==> src/rtl/spongent_ctrl_pkg.sv <==
// Shared types and widths for the spongent sequencer.
package spongent_ctrl_pkg;

   typedef enum logic [1:0] {
      IDLE,
      LOAD,
      RUN,
      DONE
   } state_t;

   localparam int CYCLE_W = 32;

endpackage

==> src/rtl/seq_cycle_counter.sv <==
// Cycle counter with synchronous clear, enable and terminal-count compare.
// Clear and enable compose: clr && en restarts the count at 1, so a phase that
// begins on the next cycle already counts that cycle.
module seq_cycle_counter
   import spongent_ctrl_pkg::*;
(
   input  logic               clk,
   input  logic               rst,
   input  logic               clr,
   input  logic               en,
   input  logic [CYCLE_W-1:0] term,
   output logic [CYCLE_W-1:0] count,
   output logic               hit
);

   logic [CYCLE_W-1:0] count_d;
   logic [CYCLE_W-1:0] count_q;

   // Next count: optional clear, then optional increment.
   always_comb begin
      count_d = clr ? '0 : count_q;
      if (en) begin
         count_d = count_d + 1'b1;
      end
   end

   // Count register.
   always_ff @(posedge clk) begin
      if (rst) begin
         count_q <= '0;
      end else begin
         count_q <= count_d;
      end
   end

   assign count = count_q;
   assign hit   = (count_q == term);

endmodule

==> src/rtl/spongent_seq_ctrl.sv <==
// Sequencer owning reset/start of one spongent core: accepts a message, holds
// the core in reset for RST_CYCLES, times the run until end_hash or timeout,
// and returns digest, latency and timeout flag over a valid/ready port.
module spongent_seq_ctrl
   import spongent_ctrl_pkg::*;
#(
   parameter int          N              = 88,
   parameter int          DATA_WIDTH     = 64,
   parameter int unsigned RST_CYCLES     = 2,
   parameter int unsigned TIMEOUT_CYCLES = 1048576
) (
   input  logic                  clk,
   input  logic                  rst,
   input  logic                  in_valid,
   output logic                  in_ready,
   input  logic [DATA_WIDTH-1:0] in_msg,
   output logic                  core_rst,
   output logic [DATA_WIDTH-1:0] core_msg,
   input  logic [N-1:0]          core_hash,
   input  logic                  core_end_hash,
   output logic                  out_valid,
   input  logic                  out_ready,
   output logic [N-1:0]          out_hash,
   output logic [CYCLE_W-1:0]    out_cycles,
   output logic                  out_timeout,
   output logic                  busy
);

   // LOAD counts from 0, so it leaves when the count reaches RST_CYCLES-1.
   localparam logic [CYCLE_W-1:0] LOAD_TERM    = CYCLE_W'(RST_CYCLES - 1);
   localparam logic [CYCLE_W-1:0] TIMEOUT_TERM = CYCLE_W'(TIMEOUT_CYCLES);

   state_t                state_d, state_q;
   logic [DATA_WIDTH-1:0] core_msg_d, core_msg_q;
   logic [N-1:0]          out_hash_d, out_hash_q;
   logic [CYCLE_W-1:0]    out_cycles_d, out_cycles_q;
   logic                  out_timeout_d, out_timeout_q;
   logic                  out_valid_d, out_valid_q;
   logic                  in_ready_d, in_ready_q;
   logic                  core_rst_d, core_rst_q;
   logic                  busy_d, busy_q;

   logic                  cnt_clr;
   logic                  cnt_en;
   logic [CYCLE_W-1:0]    cnt_term;
   logic [CYCLE_W-1:0]    cnt_val;
   logic                  cnt_hit;

   seq_cycle_counter u_cnt (
      .clk   (clk),
      .rst   (rst),
      .clr   (cnt_clr),
      .en    (cnt_en),
      .term  (cnt_term),
      .count (cnt_val),
      .hit   (cnt_hit)
   );

   // Next-state, capture and counter control; outputs derive from next state.
   always_comb begin
      state_d       = state_q;
      core_msg_d    = core_msg_q;
      out_hash_d    = out_hash_q;
      out_cycles_d  = out_cycles_q;
      out_timeout_d = out_timeout_q;
      cnt_clr       = 1'b0;
      cnt_en        = 1'b0;
      cnt_term      = (state_q == LOAD) ? LOAD_TERM : TIMEOUT_TERM;

      case (state_q)
         IDLE: begin
            if (in_valid && in_ready_q) begin
               core_msg_d = in_msg;
               cnt_clr    = 1'b1;
               state_d    = LOAD;
            end
         end
         LOAD: begin
            cnt_en = 1'b1;
            if (cnt_hit) begin
               // Restart at 1 so the first RUN cycle reads counter=1.
               cnt_clr = 1'b1;
               state_d = RUN;
            end
         end
         RUN: begin
            // end_hash wins over a timeout landing on the same cycle.
            if (core_end_hash) begin
               out_hash_d    = core_hash;
               out_cycles_d  = cnt_val;
               out_timeout_d = 1'b0;
               state_d       = DONE;
            end else if (cnt_hit) begin
               out_hash_d    = '0;
               out_cycles_d  = TIMEOUT_TERM;
               out_timeout_d = 1'b1;
               state_d       = DONE;
            end else begin
               cnt_en = 1'b1;
            end
         end
         DONE: begin
            if (out_valid_q && out_ready) begin
               state_d = IDLE;
            end
         end
         default: state_d = IDLE;
      endcase

      in_ready_d  = (state_d == IDLE);
      core_rst_d  = (state_d != RUN);
      out_valid_d = (state_d == DONE);
      busy_d      = (state_d != IDLE);
   end

   // FSM state and registered outputs.
   always_ff @(posedge clk) begin
      if (rst) begin
         state_q       <= IDLE;
         core_msg_q    <= '0;
         out_hash_q    <= '0;
         out_cycles_q  <= '0;
         out_timeout_q <= 1'b0;
         out_valid_q   <= 1'b0;
         in_ready_q    <= 1'b0;
         core_rst_q    <= 1'b1;
         busy_q        <= 1'b0;
      end else begin
         state_q       <= state_d;
         core_msg_q    <= core_msg_d;
         out_hash_q    <= out_hash_d;
         out_cycles_q  <= out_cycles_d;
         out_timeout_q <= out_timeout_d;
         out_valid_q   <= out_valid_d;
         in_ready_q    <= in_ready_d;
         core_rst_q    <= core_rst_d;
         busy_q        <= busy_d;
      end
   end

   assign in_ready    = in_ready_q;
   assign core_rst    = core_rst_q;
   assign core_msg    = core_msg_q;
   assign out_valid   = out_valid_q;
   assign out_hash    = out_hash_q;
   assign out_cycles  = out_cycles_q;
   assign out_timeout = out_timeout_q;
   assign busy        = busy_q;

endmodule

==> config.mk <==
export PLATFORM = sky130hd
export DESIGN_NAME = spongent_seq_ctrl
export DESIGN_NICKNAME = d
export VERILOG_FILES = /design/src/rtl/spongent_ctrl_pkg.sv /design/src/rtl/seq_cycle_counter.sv /design/src/rtl/spongent_seq_ctrl.sv
export SDC_FILE = /design/constraint.sdc
export NUM_CORES = 1
export LEC_CHECK = 0
export CORE_UTILIZATION = 47
export DETAILED_ROUTE_END_ITERATION = 7
export PLACE_DENSITY = 0.86
export SYNTH_ARGS = -nofsm -noshare
export SYNTH_HDL_FRONTEND = slang
export SYNTH_HIERARCHICAL = 1
export SYNTH_SLANG_ARGS = --single-unit
==> constraint.sdc <==
create_clock -name clk -period 10.8 [get_ports clk]
set_clock_uncertainty 0.15 [all_clocks]
set_input_delay 2.16 -clock clk [delete_from_list [all_inputs] [get_ports clk]]
set_output_delay 2.16 -clock clk [all_outputs]
set_load 0.03 [all_outputs]
==> summary.txt <==
Clock network
  • H-Tree Depth: 1
  • Number of post-CTS setup repair buffers: 0
  • Clock latency on the worst-skew pair: 0.52 ns
  • CTS buffer count: 25
  • Post-CTS sizing: 0
  • Root Buffer: clkbuf_16
  • CTS tree: built
  • CTS max path bufs: 3
  • Clk sinks: 223
  • Cts-stage hold buffer count: 0
  • Clock transition at the registers of the reported paths: approximately 0.060 ns

Timing
  • Accumulated negative setup slack: 0 ns
  • Final min period: about 5.6 ns
  • Final Hold Viols: 0
  • Final WS setup: around 5.2 ns
  • Final setup vio count: 0
  • Final worst-path cycle share: about half
  • Slew Limit Fails: 0
  • Fmax: between 150 and 200 MHz
  • Slew of the pin with the lowest slew margin: about 1.2 ns
  • Slew Limit Headroom: about 22%
  • RSZ-0062 raised after global routing: false

Yosys
  • Ranking of synthesized cells by area: dfxtp_1, a22oi_1, nand2_1
  • Yosys top cell by area: dfxtp_1
  • Syn Inst Count: around 970
  • Mapped Area: 8550 µm²
  • Main flop type after synthesis: dfxtp_1
  • Synth Register Bits: 223
  • Syn_area_per_cell: about 8.9 µm²
  • Post-synth EDFFs: 0
  • Synth top cells by count: dfxtp_1, nand2_1, nor2_1
  • Most numerous cell in the Yosys netlist: dfxtp_1
  • Unique cell type count in the Yosys netlist: between 50 and 60
  • Synth warnings: 6
  • Post-synth top area share: between 50 and 60%
  • FFs w/ async S/R, synth: 0%
  • Part of the Yosys area used for sequential elements: 52.2%

Global route
  • Number of global-route vias before repair: 8020
  • Global Route Usage Sum: approximately 29%
  • Largest net degree at the start of global routing: 111
  • Initial antenna violation count: 3
  • First-pass GRT wire length: 41.8 mm
  • Overflow after GRT: 0

Route
  • Routed vias: about 8400
  • Initial DRC count: 529
  • Remaining DRCs: 0
  • Final WL: 28.1 mm
  • Post-route ant nets: 0
  • DR vias/cell: around 5.4
  • Wire per inst: approximately 18 µm
  • Drt first pass iters: 7

Power and ir drop
  • Worst VDD drop: about 0.00015 V
  • P_leak: between 4 and 5 nW
  • Final Total Pwr: 0.00185 W
  • Power per Cell Area: between 100 and 150 nW/µm²

Run status
  • Status: finished, final reports clean

Final layout
  • Fillers: approximately 1200
  • Util after Layout: around three quarters
  • Final nets: approximately 1500
  • Synth-to-Final Area Change: 51.6%
  • Layout cell share with drive strength beyond 1: between 4 and 5%

Worst hold path
  • Hold EP: core_msg[40]
  • Hold Path Depth: 2
  • HP Class: flip-flop to flip-flop
  • Hold path startpoint: core_msg[40]

Die
  • Io pins: around 350
  • Die ar.: 18700 µm²
  • Die width: about 140 µm
  • Core area: 17500 µm²
  • Starting Density: between 40% and 50%
  • Chip Height: 137 µm
  • Num rows: 48

Critical path
  • Reg2Reg Setup Slack: about 6.5 ns
  • Worst Reg-to-Reg Cells: 11
  • Reg-to-Reg Start: state_q[0]
  • Kind of critical path: primary input to flip-flop
  • Startpoint Class: primary input
  • Worst EP required: about 11 ns
  • Arrival @ worst endpoint: roughly 6 ns
  • CP Max Fanout: 66
  • Endpoint class of the critical path: flip-flop
  • Worst r2r dst: u_cnt/count[24]

Run
  • Max-cap violation count: 0

Place
  • Pre-CTS setup slack: around 4.7 ns
  • Buffers added on ports: about 350
  • Detailed Place HPWL: just under 20 mm
  • GP Congestion: approximately 0.85
==> registers in the layout (all words and copies together) (netlist names) <==
| register | flops |
|---|---|
| core_rst | 1 |
| out_timeout | 1 |
| out_valid | 1 |
| u_cnt/count | 32 |
| in_ready | 1 |
| out_hash | 88 |
| core_msg | 64 |
| state_q | 2 |
| out_cycles | 32 |
| busy | 1 |
==> layout make-up <==
class / count / area, µm² / area share, %
sequential: 223 / 4460 / 34.4
multi-input combinational: 687 / 3860 / 29.8
timing repair buffer: 349 / 3480 / 26.9
clock buffer: 38 / 744 / 5.74
tap: 225 / 282 / 2.17
clock inverter: 6 / 73.8 / 0.570
inverter: 12 / 45.0 / 0.348
antenna: 3 / 7.51 / 0.0579
==> stage by stage <==
step | hold slack (ns) | cells | instance area, µm²
5_1_grt | 0.316 | 1543 | 13000
3_3_place_gp | 0.291 | 1496 | 12100
4_1_cts | 0.303 | 1540 | 13000
6_report | 0.302 | 1543 | 13000
2_1_floorplan | 0.327 | 995 | 8660
3_5_place_dp | 0.296 | 1496 | 12100
==> worst max-delay path by stage <==
stage	from	to
after floorplan	in_valid	u_cnt/count[24]
after global placement	in_valid	u_cnt/count[24]
after detailed placement	in_valid	u_cnt/count[24]
after CTS	in_valid	u_cnt/count[24]
after global routing	in_valid	u_cnt/count[18]
final	in_valid	u_cnt/count[24]
==> worst max-delay path, cell delays in order <==
cell and delay [ns]:
clkdlybuf4s50_1 0.43, nand3_2 0.08, buf_4 0.55, nand2_1 0.64, nor2b_1 0.35, ha_1 0.30
nand4b_4 0.19, or3_1 0.42, or3b_1 0.39, mux2_4 0.30
==> layer usage <==
metal | wire length (µm) | track usage, % | vias up
met1 | 10300 | 32.4 | 3925
met4 | 1400 | 14.3 | 0
met3 | 2440 | 8.74 | 84
met2 | 14000 | 48.4 | 361
li1 | - | - | 3991
met5 | 0 | 0 | -
==> power by group <==
| group | internal (W) | switching (W) | total (W) |
|---|---|---|---|
| Sequential | 0.000837 | 0.00000742 | 0.000844 |
| Clock | 0.000500 | 0.000334 | 0.000834 |
| Combinational | 0.0000870 | 0.0000899 | 0.000177 |
==> cell usage in the layout, fill, tap and decap left out, drive strengths merged, types with 2 or more instances in the layout <==
cell and instances:
nand4 7, nand3b 4, nor2b 9, or4 6
diode 3, or3b 2, clkbuf 38, and3 8
nor4 15, a22oi 120, buf 5, mux2 6
xnor2 7, clkdlybuf4s50 344, or2 2, nor2 137
o21ai 7, o31ai 4, xor2 35, a221oi 2
clkinv 3, conb 30, or3 11, nor3 9
ha 5, dfxtp 223, and4b 2, nand2 145
a21oi 84, inv 14, mux2i 5, or4b 2
nand3 10, and4 2
==> kinds of logic (layout without fill, tap and decap cells) <==
group | after synthesis | after routing | share of synthesized area (%)
compound gates | 225 | 225 | 17.3
xor+xnor | 42 | 42 | 4.30
fa+ha+maj | 5 | 5 | 0.732
buf+inv | 85 | 405 | 4.11
flops | 223 | 223 | 52.2
mux | 11 | 11 | 1.42
other cells | 1 | 33 | 0.0439
simple gates | 374 | 374 | 19.8
No activity file was read; power rests on OpenSTA's default activity.
